### config.mk
export PLATFORM = sky130hd
export DESIGN_NAME = axi_lite_master_flat
export DESIGN_NICKNAME = d
export VERILOG_FILES = /design/src/rtl/axi_lite_master_pkg.sv /design/src/rtl/axi_lite_master_if.sv /design/src/rtl/axi_lite_watchdog.sv /design/src/rtl/axi_lite_master.sv /design/src/flat_wrapper.sv
export SDC_FILE = /design/constraint.sdc
export NUM_CORES = 1
export LEC_CHECK = 0
export CAP_MARGIN = 20
export CORE_UTILIZATION = 42
export DETAILED_ROUTE_END_ITERATION = 6
export PLACE_DENSITY = 0.81
export SLEW_MARGIN = 15
export SYNTH_ARGS = -nofsm -noshare
export SYNTH_HDL_FRONTEND = slang
export SYNTH_SLANG_ARGS = --single-unit
export TNS_END_PERCENT = 100
### constraint.sdc
create_clock -name m_axi_aclk -period 2.5 [get_ports m_axi_aclk]
set_clock_uncertainty 0.15 [all_clocks]
set_input_delay 0.5 -clock m_axi_aclk [delete_from_list [all_inputs] [get_ports m_axi_aclk]]
set_output_delay 0.5 -clock m_axi_aclk [all_outputs]
set_load 0.01 [all_outputs]
### src/rtl/axi_lite_master_pkg.sv
// Shared types and constants for the AXI4-Lite command master.
// Includes the UART register map it is normally pointed at.
package axi_lite_master_pkg;

  typedef enum logic [2:0] {
    S_IDLE  = 3'd0,
    S_WRITE = 3'd1,
    S_WRESP = 3'd2,
    S_READ  = 3'd3,
    S_RDATA = 3'd4,
    S_RSP   = 3'd5
  } state_t;

  localparam logic [1:0] RESP_OKAY   = 2'b00;
  localparam logic [1:0] RESP_SLVERR = 2'b10;

  localparam logic [15:0] REG_TXRX    = 16'h0;
  localparam logic [15:0] REG_STATUS  = 16'h4;
  localparam logic [15:0] REG_DIVISOR = 16'h8;
  localparam logic [15:0] REG_FRAME   = 16'hC;

endpackage

### src/rtl/axi_lite_master_if.sv
// AXI4-Lite bus bundle between the command master and a register slave.
// Channel names follow AXI, without the m_axi_ prefix.
interface axi_lite_master_if #(
  parameter int AW = 16,
  parameter int DW = 32
);
  logic [AW-1:0]   awaddr;
  logic [2:0]      awprot;
  logic            awvalid;
  logic            awready;
  logic [DW-1:0]   wdata;
  logic [DW/8-1:0] wstrb;
  logic            wvalid;
  logic            wready;
  logic [1:0]      bresp;
  logic            bvalid;
  logic            bready;
  logic [AW-1:0]   araddr;
  logic [2:0]      arprot;
  logic            arvalid;
  logic            arready;
  logic [DW-1:0]   rdata;
  logic [1:0]      rresp;
  logic            rvalid;
  logic            rready;

  modport master (
    output awaddr, awprot, awvalid,
    input  awready,
    output wdata, wstrb, wvalid,
    input  wready,
    input  bresp, bvalid,
    output bready,
    output araddr, arprot, arvalid,
    input  arready,
    input  rdata, rresp, rvalid,
    output rready
  );

  modport slave (
    input  awaddr, awprot, awvalid,
    output awready,
    input  wdata, wstrb, wvalid,
    output wready,
    output bresp, bvalid,
    input  bready,
    input  araddr, arprot, arvalid,
    output arready,
    output rdata, rresp, rvalid,
    input  rready
  );
endinterface

### src/rtl/axi_lite_watchdog.sv
// Saturating stall counter; expired is sticky until the next clear.
// Expired rises on the same edge the count reaches the limit.
module axi_lite_watchdog #(
  parameter int P_TIMEOUT = 1024
) (
  input  logic clk,
  input  logic rst_n,
  input  logic clear,
  input  logic run,
  output logic expired
);
  localparam int CW = $clog2(P_TIMEOUT + 1);
  localparam logic [CW-1:0] LIMIT = CW'(P_TIMEOUT);

  logic [CW-1:0] cnt;

  always_ff @(posedge clk) begin
    if (!rst_n) begin
      cnt     <= '0;
      expired <= 1'b0;
    end else if (clear) begin
      cnt     <= '0;
      expired <= 1'b0;
    end else if (run && cnt != LIMIT) begin
      cnt <= cnt + 1'b1;
      if (cnt == LIMIT - 1'b1)
        expired <= 1'b1;
    end
  end
endmodule

### src/rtl/axi_lite_master.sv
// Single-outstanding AXI4-Lite master: one command in, one response out.
// Every output is a flop loaded from the next-state logic.
module axi_lite_master
  import axi_lite_master_pkg::*;
#(
  parameter int P_M_AXI_DATA_WIDTH = 32,
  parameter int P_M_AXI_ADDR_WIDTH = 16,
  parameter int P_TIMEOUT          = 1024
) (
  input  logic                            m_axi_aclk,
  input  logic                            m_axi_aresetn,
  input  logic                            i_cmd_valid,
  output logic                            o_cmd_ready,
  input  logic                            i_cmd_write,
  input  logic [P_M_AXI_ADDR_WIDTH-1:0]   i_cmd_addr,
  input  logic [P_M_AXI_DATA_WIDTH-1:0]   i_cmd_wdata,
  input  logic [P_M_AXI_DATA_WIDTH/8-1:0] i_cmd_wstrb,
  output logic                            o_rsp_valid,
  input  logic                            i_rsp_ready,
  output logic [P_M_AXI_DATA_WIDTH-1:0]   o_rsp_rdata,
  output logic [1:0]                      o_rsp_resp,
  output logic                            o_rsp_timeout,
  axi_lite_master_if.master               m_axi
);
  localparam int AW = P_M_AXI_ADDR_WIDTH;
  localparam int DW = P_M_AXI_DATA_WIDTH;
  localparam int SW = DW / 8;

  state_t state_q, state_d;
  logic aw_done_q, aw_done_d;
  logic w_done_q, w_done_d;
  logic awvalid_q, awvalid_d;
  logic wvalid_q, wvalid_d;
  logic arvalid_q, arvalid_d;
  logic bready_q, bready_d;
  logic rready_q, rready_d;
  logic cmd_ready_q, cmd_ready_d;
  logic rsp_valid_q, rsp_valid_d;
  logic [AW-1:0] awaddr_q, awaddr_d;
  logic [AW-1:0] araddr_q, araddr_d;
  logic [DW-1:0] wdata_q, wdata_d;
  logic [SW-1:0] wstrb_q, wstrb_d;
  logic [DW-1:0] rdata_q, rdata_d;
  logic [1:0]    resp_q, resp_d;

  logic accept, aw_hs, w_hs, b_hs, ar_hs, r_hs, rsp_hs;
  logic busy;

  assign accept = cmd_ready_q & i_cmd_valid;
  assign aw_hs  = awvalid_q & m_axi.awready;
  assign w_hs   = wvalid_q & m_axi.wready;
  assign b_hs   = bready_q & m_axi.bvalid;
  assign ar_hs  = arvalid_q & m_axi.arready;
  assign r_hs   = rready_q & m_axi.rvalid;
  assign rsp_hs = rsp_valid_q & i_rsp_ready;
  assign busy   = state_q inside {S_WRITE, S_WRESP, S_READ, S_RDATA};

  always_comb begin
    state_d     = state_q;
    aw_done_d   = aw_done_q;
    w_done_d    = w_done_q;
    awvalid_d   = awvalid_q;
    wvalid_d    = wvalid_q;
    arvalid_d   = arvalid_q;
    bready_d    = bready_q;
    rready_d    = rready_q;
    cmd_ready_d = cmd_ready_q;
    rsp_valid_d = rsp_valid_q;
    awaddr_d    = awaddr_q;
    araddr_d    = araddr_q;
    wdata_d     = wdata_q;
    wstrb_d     = wstrb_q;
    rdata_d     = rdata_q;
    resp_d      = resp_q;
    unique case (state_q)
      S_IDLE: if (accept) begin
        cmd_ready_d = 1'b0;
        if (i_cmd_write) begin
          state_d   = S_WRITE;
          awaddr_d  = i_cmd_addr;
          wdata_d   = i_cmd_wdata;
          wstrb_d   = i_cmd_wstrb;
          awvalid_d = 1'b1;
          wvalid_d  = 1'b1;
          aw_done_d = 1'b0;
          w_done_d  = 1'b0;
        end else begin
          state_d   = S_READ;
          araddr_d  = i_cmd_addr;
          arvalid_d = 1'b1;
        end
      end
      S_WRITE: begin
        if (aw_hs) begin
          awvalid_d = 1'b0;
          aw_done_d = 1'b1;
        end
        if (w_hs) begin
          wvalid_d = 1'b0;
          w_done_d = 1'b1;
        end
        if ((aw_done_q | aw_hs) && (w_done_q | w_hs)) begin
          state_d  = S_WRESP;
          bready_d = 1'b1;
        end
      end
      S_WRESP: if (b_hs) begin
        state_d     = S_RSP;
        bready_d    = 1'b0;
        rdata_d     = '0;
        resp_d      = m_axi.bresp;
        rsp_valid_d = 1'b1;
      end
      S_READ: if (ar_hs) begin
        state_d   = S_RDATA;
        arvalid_d = 1'b0;
        rready_d  = 1'b1;
      end
      S_RDATA: if (r_hs) begin
        state_d     = S_RSP;
        rready_d    = 1'b0;
        rdata_d     = m_axi.rdata;
        resp_d      = m_axi.rresp;
        rsp_valid_d = 1'b1;
      end
      S_RSP: if (rsp_hs) begin
        state_d     = S_IDLE;
        rsp_valid_d = 1'b0;
        cmd_ready_d = 1'b1;
      end
      default: state_d = S_IDLE;
    endcase
  end

  always_ff @(posedge m_axi_aclk) begin
    if (!m_axi_aresetn) begin
      state_q     <= S_IDLE;
      aw_done_q   <= 1'b0;
      w_done_q    <= 1'b0;
      awvalid_q   <= 1'b0;
      wvalid_q    <= 1'b0;
      arvalid_q   <= 1'b0;
      bready_q    <= 1'b0;
      rready_q    <= 1'b0;
      cmd_ready_q <= 1'b1;
      rsp_valid_q <= 1'b0;
      awaddr_q    <= '0;
      araddr_q    <= '0;
      wdata_q     <= '0;
      wstrb_q     <= '0;
      rdata_q     <= '0;
      resp_q      <= '0;
    end else begin
      state_q     <= state_d;
      aw_done_q   <= aw_done_d;
      w_done_q    <= w_done_d;
      awvalid_q   <= awvalid_d;
      wvalid_q    <= wvalid_d;
      arvalid_q   <= arvalid_d;
      bready_q    <= bready_d;
      rready_q    <= rready_d;
      cmd_ready_q <= cmd_ready_d;
      rsp_valid_q <= rsp_valid_d;
      awaddr_q    <= awaddr_d;
      araddr_q    <= araddr_d;
      wdata_q     <= wdata_d;
      wstrb_q     <= wstrb_d;
      rdata_q     <= rdata_d;
      resp_q      <= resp_d;
    end
  end

  axi_lite_watchdog #(
    .P_TIMEOUT(P_TIMEOUT)
  ) u_watchdog (
    .clk    (m_axi_aclk),
    .rst_n  (m_axi_aresetn),
    .clear  (accept),
    .run    (busy),
    .expired(o_rsp_timeout)
  );

  assign o_cmd_ready   = cmd_ready_q;
  assign o_rsp_valid   = rsp_valid_q;
  assign o_rsp_rdata   = rdata_q;
  assign o_rsp_resp    = resp_q;
  assign m_axi.awaddr  = awaddr_q;
  assign m_axi.awprot  = 3'b000;
  assign m_axi.awvalid = awvalid_q;
  assign m_axi.wdata   = wdata_q;
  assign m_axi.wstrb   = wstrb_q;
  assign m_axi.wvalid  = wvalid_q;
  assign m_axi.bready  = bready_q;
  assign m_axi.araddr  = araddr_q;
  assign m_axi.arprot  = 3'b000;
  assign m_axi.arvalid = arvalid_q;
  assign m_axi.rready  = rready_q;
endmodule
### src/flat_wrapper.sv
// flat-port wrapper written by rule: the top's interface ports become plain ports
module axi_lite_master_flat import axi_lite_master_pkg::*;
#(
  parameter int P_M_AXI_DATA_WIDTH = 32,
  parameter int P_M_AXI_ADDR_WIDTH = 16,
  parameter int P_TIMEOUT          = 1024
)
  (m_axi_aclk, m_axi_aresetn, i_cmd_valid, o_cmd_ready, i_cmd_write, i_cmd_addr, i_cmd_wdata, i_cmd_wstrb, o_rsp_valid, i_rsp_ready, o_rsp_rdata, o_rsp_resp, o_rsp_timeout, m_axi_awaddr, m_axi_awprot, m_axi_awvalid, m_axi_awready, m_axi_wdata, m_axi_wstrb, m_axi_wvalid, m_axi_wready, m_axi_bresp, m_axi_bvalid, m_axi_bready, m_axi_araddr, m_axi_arprot, m_axi_arvalid, m_axi_arready, m_axi_rdata, m_axi_rresp, m_axi_rvalid, m_axi_rready);
  axi_lite_master_if m_axi_i ();
  input  logic m_axi_aclk;
  input  logic m_axi_aresetn;
  input  logic i_cmd_valid;
  output logic o_cmd_ready;
  input  logic i_cmd_write;
  input  logic [P_M_AXI_ADDR_WIDTH-1:0] i_cmd_addr;
  input  logic [P_M_AXI_DATA_WIDTH-1:0] i_cmd_wdata;
  input  logic [P_M_AXI_DATA_WIDTH/8-1:0] i_cmd_wstrb;
  output logic o_rsp_valid;
  input  logic i_rsp_ready;
  output logic [P_M_AXI_DATA_WIDTH-1:0] o_rsp_rdata;
  output logic [1:0] o_rsp_resp;
  output logic o_rsp_timeout;
  output wire logic [$bits(m_axi_i.awaddr)-1:0] m_axi_awaddr;
  output wire logic [$bits(m_axi_i.awprot)-1:0] m_axi_awprot;
  output wire logic [$bits(m_axi_i.awvalid)-1:0] m_axi_awvalid;
  input wire logic [$bits(m_axi_i.awready)-1:0] m_axi_awready;
  output wire logic [$bits(m_axi_i.wdata)-1:0] m_axi_wdata;
  output wire logic [$bits(m_axi_i.wstrb)-1:0] m_axi_wstrb;
  output wire logic [$bits(m_axi_i.wvalid)-1:0] m_axi_wvalid;
  input wire logic [$bits(m_axi_i.wready)-1:0] m_axi_wready;
  input wire logic [$bits(m_axi_i.bresp)-1:0] m_axi_bresp;
  input wire logic [$bits(m_axi_i.bvalid)-1:0] m_axi_bvalid;
  output wire logic [$bits(m_axi_i.bready)-1:0] m_axi_bready;
  output wire logic [$bits(m_axi_i.araddr)-1:0] m_axi_araddr;
  output wire logic [$bits(m_axi_i.arprot)-1:0] m_axi_arprot;
  output wire logic [$bits(m_axi_i.arvalid)-1:0] m_axi_arvalid;
  input wire logic [$bits(m_axi_i.arready)-1:0] m_axi_arready;
  input wire logic [$bits(m_axi_i.rdata)-1:0] m_axi_rdata;
  input wire logic [$bits(m_axi_i.rresp)-1:0] m_axi_rresp;
  input wire logic [$bits(m_axi_i.rvalid)-1:0] m_axi_rvalid;
  output wire logic [$bits(m_axi_i.rready)-1:0] m_axi_rready;
  assign m_axi_awaddr = m_axi_i.awaddr;
  assign m_axi_awprot = m_axi_i.awprot;
  assign m_axi_awvalid = m_axi_i.awvalid;
  assign m_axi_i.awready = m_axi_awready;
  assign m_axi_wdata = m_axi_i.wdata;
  assign m_axi_wstrb = m_axi_i.wstrb;
  assign m_axi_wvalid = m_axi_i.wvalid;
  assign m_axi_i.wready = m_axi_wready;
  assign m_axi_i.bresp = m_axi_bresp;
  assign m_axi_i.bvalid = m_axi_bvalid;
  assign m_axi_bready = m_axi_i.bready;
  assign m_axi_araddr = m_axi_i.araddr;
  assign m_axi_arprot = m_axi_i.arprot;
  assign m_axi_arvalid = m_axi_i.arvalid;
  assign m_axi_i.arready = m_axi_arready;
  assign m_axi_i.rdata = m_axi_rdata;
  assign m_axi_i.rresp = m_axi_rresp;
  assign m_axi_i.rvalid = m_axi_rvalid;
  assign m_axi_rready = m_axi_i.rready;
  axi_lite_master #(.P_M_AXI_DATA_WIDTH(P_M_AXI_DATA_WIDTH), .P_M_AXI_ADDR_WIDTH(P_M_AXI_ADDR_WIDTH), .P_TIMEOUT(P_TIMEOUT)) u_core (.m_axi_aclk(m_axi_aclk), .m_axi_aresetn(m_axi_aresetn), .i_cmd_valid(i_cmd_valid), .o_cmd_ready(o_cmd_ready), .i_cmd_write(i_cmd_write), .i_cmd_addr(i_cmd_addr), .i_cmd_wdata(i_cmd_wdata), .i_cmd_wstrb(i_cmd_wstrb), .o_rsp_valid(o_rsp_valid), .i_rsp_ready(i_rsp_ready), .o_rsp_rdata(o_rsp_rdata), .o_rsp_resp(o_rsp_resp), .o_rsp_timeout(o_rsp_timeout), .m_axi(m_axi_i));
endmodule
# After elaboration in Yosys (flattened, before gate mapping)
# Index checks and enable logic that the tools add are counted.
# word_totals
word_cells,114
ramBits,0
romBits,0
n_memories,0
ff_bits,126
latch_bits,0
output_inout_bits,116
in_bits,98
# op_classes
reduce_logical,24
n_lt_le_gt_ge,0
mul,0
n_mux,43
n_bitwise,11
n_eq_ne,17
add_sub_neg,1
shift,0
div,0
# op_table
op,count
2-to-1 mux 32 bit,2
case mux 32 bit (2 select lines),1
2-to-1 mux 1 bit,20
2-to-1 mux 3 bit,6
case mux 3 bit (6 select lines),1
AND reduction 3 bit,6
case mux 1 bit (2 select lines),8
AND reduction 4 bit,4
inequality test 2 x 1 -> 1 bit (second input constant),7
nonzero test 2 bit,6
adder 11 x 1 -> 11 bit (second input constant),1
== test 11 x 10 -> 1 bit (second input constant),1
inequality test 11 bit (second input constant),1
bitwise AND 1 bit,7
== test 3 x 2 -> 1 bit (second input constant),2
== test 3 bit (second input constant),2
2-to-1 mux 2 bit,3
inequality test 2 bit (second input constant),3
AND reduction 6 bit,1
case mux 2 bit (2 select lines),1
nonzero test 4 bit,1
== test 3 x 1 -> 1 bit (second input constant),1
logical NOT 3 bit,1
case mux 1 bit (3 select lines),1
other kinds (6),9

# Longest topological paths before layout
# logic_depth
ltp_word,5
depth_mapped,8

# Modules after synthesis
# From an unflattened synthesis, not the netlist that was laid out.
# unflattened
hier_cells,564
hier_area_um2,5191.2
# modules_own_cells
module,area_each_um2,n_inst,cells_per_inst
axi_lite_master,4534.3,1,488
axi_lite_watchdog,656.9,1,76

# Worst setup path after synthesis
# Ideal clock, no wire load.
# synth_path
path_kind,flip-flop to flip-flop
startpoint,register u_core.u_watchdog.cnt[0]
endpoint,register u_core.u_watchdog.cnt[2]
stages_incl_launch_ff,6
path_slack_ps,530
synth_period_minus_slack_ps,1970
n_path_buf,0
setup_time_ps,116
arrival_ps,1704
path_cell_list,dfxtp_1 > inv_1 > ha_1 > or4b_2 > o311a_1 > a31o_2
# synth_via
elab_chain_len,2
elab_cells_between_ends,3
classes_between,1 x add/sub; 1 x eq/ne; 1 x reduce/logical
# synth_rtl
element,line,text
"start, declared",axi_lite_watchdog.sv:15,logic [CW-1:0] cnt;
"start signal, assigned",axi_lite_watchdog.sv:25,cnt <= cnt + 1'b1;
"parallel branches: the longest is 2 deep, another holds adder 11 x 1 -> 11 bit",-,
# Several ways; the timed one is not identified.
# A chain may end at the register's enable or synchronous reset.

# Worst setup path after layout
# layout_path
startpoint,register u_core.state_q[0]
endpoint,register u_core.u_watchdog.expired
# layout_via
elab_chain_len,4
elab_cells_between_ends,7
classes_between,4 x eq/ne; 3 x reduce/logical
# layout_rtl
element,line,text
"start, declared",axi_lite_master.sv:29,"state_t state_q, state_d;"
"start signal, assigned",axi_lite_master.sv:154,state_q <= state_d;
== test 3 x 1 -> 1 bit (tied with other cells),axi_lite_master.sv:56,"assign busy = state_q inside {S_WRITE, S_WRESP, S_READ, S_RDATA};"
nonzero test 4 bit (*),axi_lite_master.sv:56,
logical AND 1 bit (*),axi_lite_watchdog.sv:24,end else if (run && cnt != LIMIT) begin
AND reduction 2 bit (no source line) (*),-,
"end signal, assigned",axi_lite_watchdog.sv:20,expired <= 1'b0;
"end signal, assigned",axi_lite_watchdog.sv:23,expired <= 1'b0;
"end signal, assigned",axi_lite_watchdog.sv:27,expired <= 1'b1;
"end, declared",axi_lite_watchdog.sv:10,output logic expired
# Every way passes the cells marked *; elsewhere a longest branch is shown, timed or not.

==> summary.txt <==
Floorplanning
  • Io pins: 214
  • Die X: 108 µm
  • Core area: 0.0109 mm²
  • Rows: 38
  • DIE HEIGHT: 108 µm
  • Die area: 0.0117 mm²
  • Starting Density: 43.5%

Drt
  • Pre-antenna DRT Iters: 4
  • Routed length on met3: 877 µm
  • Routed length per instance: 14.4 µm
  • Initial drt markers: 243
  • Routed met1 length: 5.43 mm
  • Met2 WL: 6.34 mm
  • Vias/cell: 5.04
  • Top Metal Used: met4
  • DR DRC count: 0
  • Via Count: 4477
  • Total wire length: 12.8 mm
  • DRT antenna net count: 0

STA
  • Crit share post-route: 88.8%
  • Final Hold Vio Count: 0
  • Min cycle time layout: 2.22 ns
  • Final setup fails: 0
  • Fin worst setup slack: 0.280 ns
  • Actual slew at the worst max-slew pin: 0.822 ns
  • Slew Viols, Final: 0
  • Slew headroom: 45.2%
  • Setup TNS: 0 ns
  • Fmax: 450 MHz
  • Unrepaired setup endpoints after global routing: false

Setup path
  • Setup Crit Path Kind: reg -> reg
  • Crit path largest cell delay: 0.59 ns
  • FF-to-FF setup slack: 0.28 ns
  • CP startpoint: u_core.state_q[0]$_SDFFE_PN0P_
  • Worst-path maximum fanout: 9
  • Reg2reg start: u_core.state_q[0]$_SDFFE_PN0P_
  • Critical Path End Type: flop
  • Worst path cell trace: or3_1 > buf_4 > nand3_2 > or4_1 > a21oi_1
  • Crit path required time: 2.77 ns
  • CP Launch Type: flop
  • CP max stage cell: or4_1
  • Crit path arrival time: 2.49 ns
  • Worst r2r path cells: 5

Outcome
  • Status: finished clean

Global route
  • First-pass GRT wire length: 20.3 mm
  • Vias in the first global route: 4310
  • Gr ovfl total: 0
  • GRT Overall Usage: 22.3%
  • Initial antenna violation count: 0
  • Largest net degree at the start of global routing: 80

Yosys
  • Synth async-reset ratio: 0%
  • Syn avg cell area: 8.93 µm²
  • EDFF count, synth: 0
  • Flops & latches, synth: 126
  • Synth warn: 0
  • Seq/Total Area, Yosys: 53.3%
  • Netlist cell types: 49
  • Synth Cell Area: 0.00473 mm²
  • Post-Syn Instances: 530
  • Primary FF master, synth: dfxtp_1

Place
  • Setup WS pre-CTS: -0.0502 ns
  • Port-buffer cells: 207
  • Post-DP HPWL: 9.20 mm
  • Placer Congestion: 0.815

Power
  • Part of the power in combinational logic: 24.3%
  • Cell internal pwr: 0.00409 W
  • Leak Pwr: 2.64 nW
  • Clk network pwr share: 35.6%
  • Seq pwr share: 40.2%
  • Max VDD drop: 0.000554 V
  • Net Switching: 0.00170 W
  • Switching Fraction: 29.3%
  • PD cells: 785 mW/mm²

Clocking
  • Post-CTS setup buffers: 0
  • Clock Latency Late Sink: 0.50 ns
  • Post_cts resized: 0
  • Clk buf depth: 2
  • Num CTS Buffers: 17
  • Hold_buf cts: 0
  • Clk sinks: 126
  • Clock Pin Slew Worst Setup and Hold Paths: 0.05 ns
  • CTS tree: done
  • Htree depth: 4
  • Root Driver: clkbuf_8

Finish
  • Most frequent cells in the layout: clkdlybuf4s50_1 (207), nand2_1 (154), dfxtp_1 (126)
  • ANT cells: 0
  • Layout fillers: 893
  • Layout area overhead: 55.7%
  • Nets@finish: 835
  • Commonest non-fill, non-tap cell in the layout: clkdlybuf4s50_1
  • Layout cells sized above 1: 7.35%

Worst hold path
  • Hold-critical path depth: 2
  • Hold Crit Class: reg -> reg
  • Worst Hold Launch: u_core.m_axi.wdata[14]$_SDFFE_PN0P_

Flow run
  • Max-cap check violation count: 0
==> worst paths after layout <==
check,to
worst max register to register,u_core.u_watchdog.expired$_SDFFE_PP0P_
worst max-delay path,u_core.u_watchdog.expired$_SDFFE_PP0P_
worst min register to register,u_core.m_axi.wdata[14]$_SDFFE_PN0P_
worst min-delay path,u_core.m_axi.wdata[14]$_SDFFE_PN0P_
==> logic make-up after synthesis <==
family	Yosys count	share of synthesized area [%]
XOR/XNOR	4	0.740
flip-flops	126	53.3
buffers and inverters	46	6.43
adder cells (fa/ha/maj)	2	0.529
other	1	0.0792
multiplexers	4	0.846
AND/OR/NAND/NOR	209	19.5
AO/OA/AOI/OAI	138	18.5
==> worst max-delay path: cells and delay by family (launching register included) <==
family / cells / cell delay [ns]
AOI/OAI and AO/OA: 1 / 0.18
buffers and inverters: 1 / 0.20
DFF: 1 / 0.55
and+or+nand+nor: 3 / 1.06
==> registers in the layout (all words and copies together), names as in the netlist, 2 cells and up <==
register               count
u_core.o_rsp_resp          2
u_core.m_axi.awaddr       16
u_core.m_axi.wstrb         4
u_core.u_watchdog.cnt     11
u_core.state_q             3
u_core.o_rsp_rdata        32
u_core.m_axi.wdata        32
u_core.m_axi.araddr       16
==> through the flow <==
stage	utilization [%]	hold slack (ns)	instances	total power, W	area (µm²)
after global routing	67.7	0.319	888	0.00610	7370
final	67.7	0.300	888	0.00579	7370
after global placement	63.0	0.291	856	0.00371	6860
after detailed placement	63.0	0.296	856	0.00376	6860
after floorplan	-	0.286	535	0.00315	4750
after CTS	67.6	0.304	888	0.00584	7360
==> power by group through the flow <==
| stage | sequential (W) | clock [W] | combinational (W) |
|---|---|---|---|
| 2_1_floorplan | 0.00240 | 0 | 0.000753 |
| 3_3_place_gp | 0.00235 | 0 | 0.00136 |
| 3_5_place_dp | 0.00236 | 0 | 0.00140 |
| 4_1_cts | 0.00232 | 0.00211 | 0.00141 |
| 5_1_grt | 0.00234 | 0.00222 | 0.00154 |
| 6_report | 0.00232 | 0.00206 | 0.00140 |
==> cells in the mapped netlist (3+ instances only) <==
master | n | area share [%]
buf_4 | 7 | 1.1
nand4_1 | 6 | 0.79
o21ai_0 | 3 | 0.32
o211ai_1 | 4 | 0.63
buf_6 | 13 | 3.1
inv_1 | 5 | 0.40
nor2_1 | 15 | 1.2
nand3_1 | 6 | 0.63
mux2i_1 | 4 | 0.85
or3_1 | 5 | 0.66
nand2_1 | 154 | 12
and4_1 | 3 | 0.56
clkbuf_1 | 14 | 1.1
buf_2 | 6 | 0.63
a211oi_1 | 4 | 0.63
or4_1 | 3 | 0.48
a21oi_1 | 80 | 8.5
a22o_1 | 32 | 5.9
o31ai_1 | 3 | 0.48
xor2_1 | 3 | 0.56
dfxtp_1 | 126 | 53
==> area by class of cell <==
cell class / count / area, µm² / area share [%]
well taps: 140 / 175 / 2.38
clock buffers: 20 / 435 / 5.91
inverters: 6 / 22.5 / 0.306
clock inverters: 12 / 72.6 / 0.985
repair buffers: 221 / 2200 / 29.9
flip-flops and latches: 126 / 2520 / 34.2
multi-input cells: 363 / 1940 / 26.3
==> layer usage <==
| metal | vias to the layer above | track usage (%) |
|---|---|---|
| li1 | 2226 | - |
| met1 | 2078 | 26.4 |
| met2 | 158 | 37.7 |
| met3 | 15 | 6.27 |
| met4 | 0 | 9.59 |
| met5 | - | 0 |
Note: power is estimated with default switching activity, not from simulation.
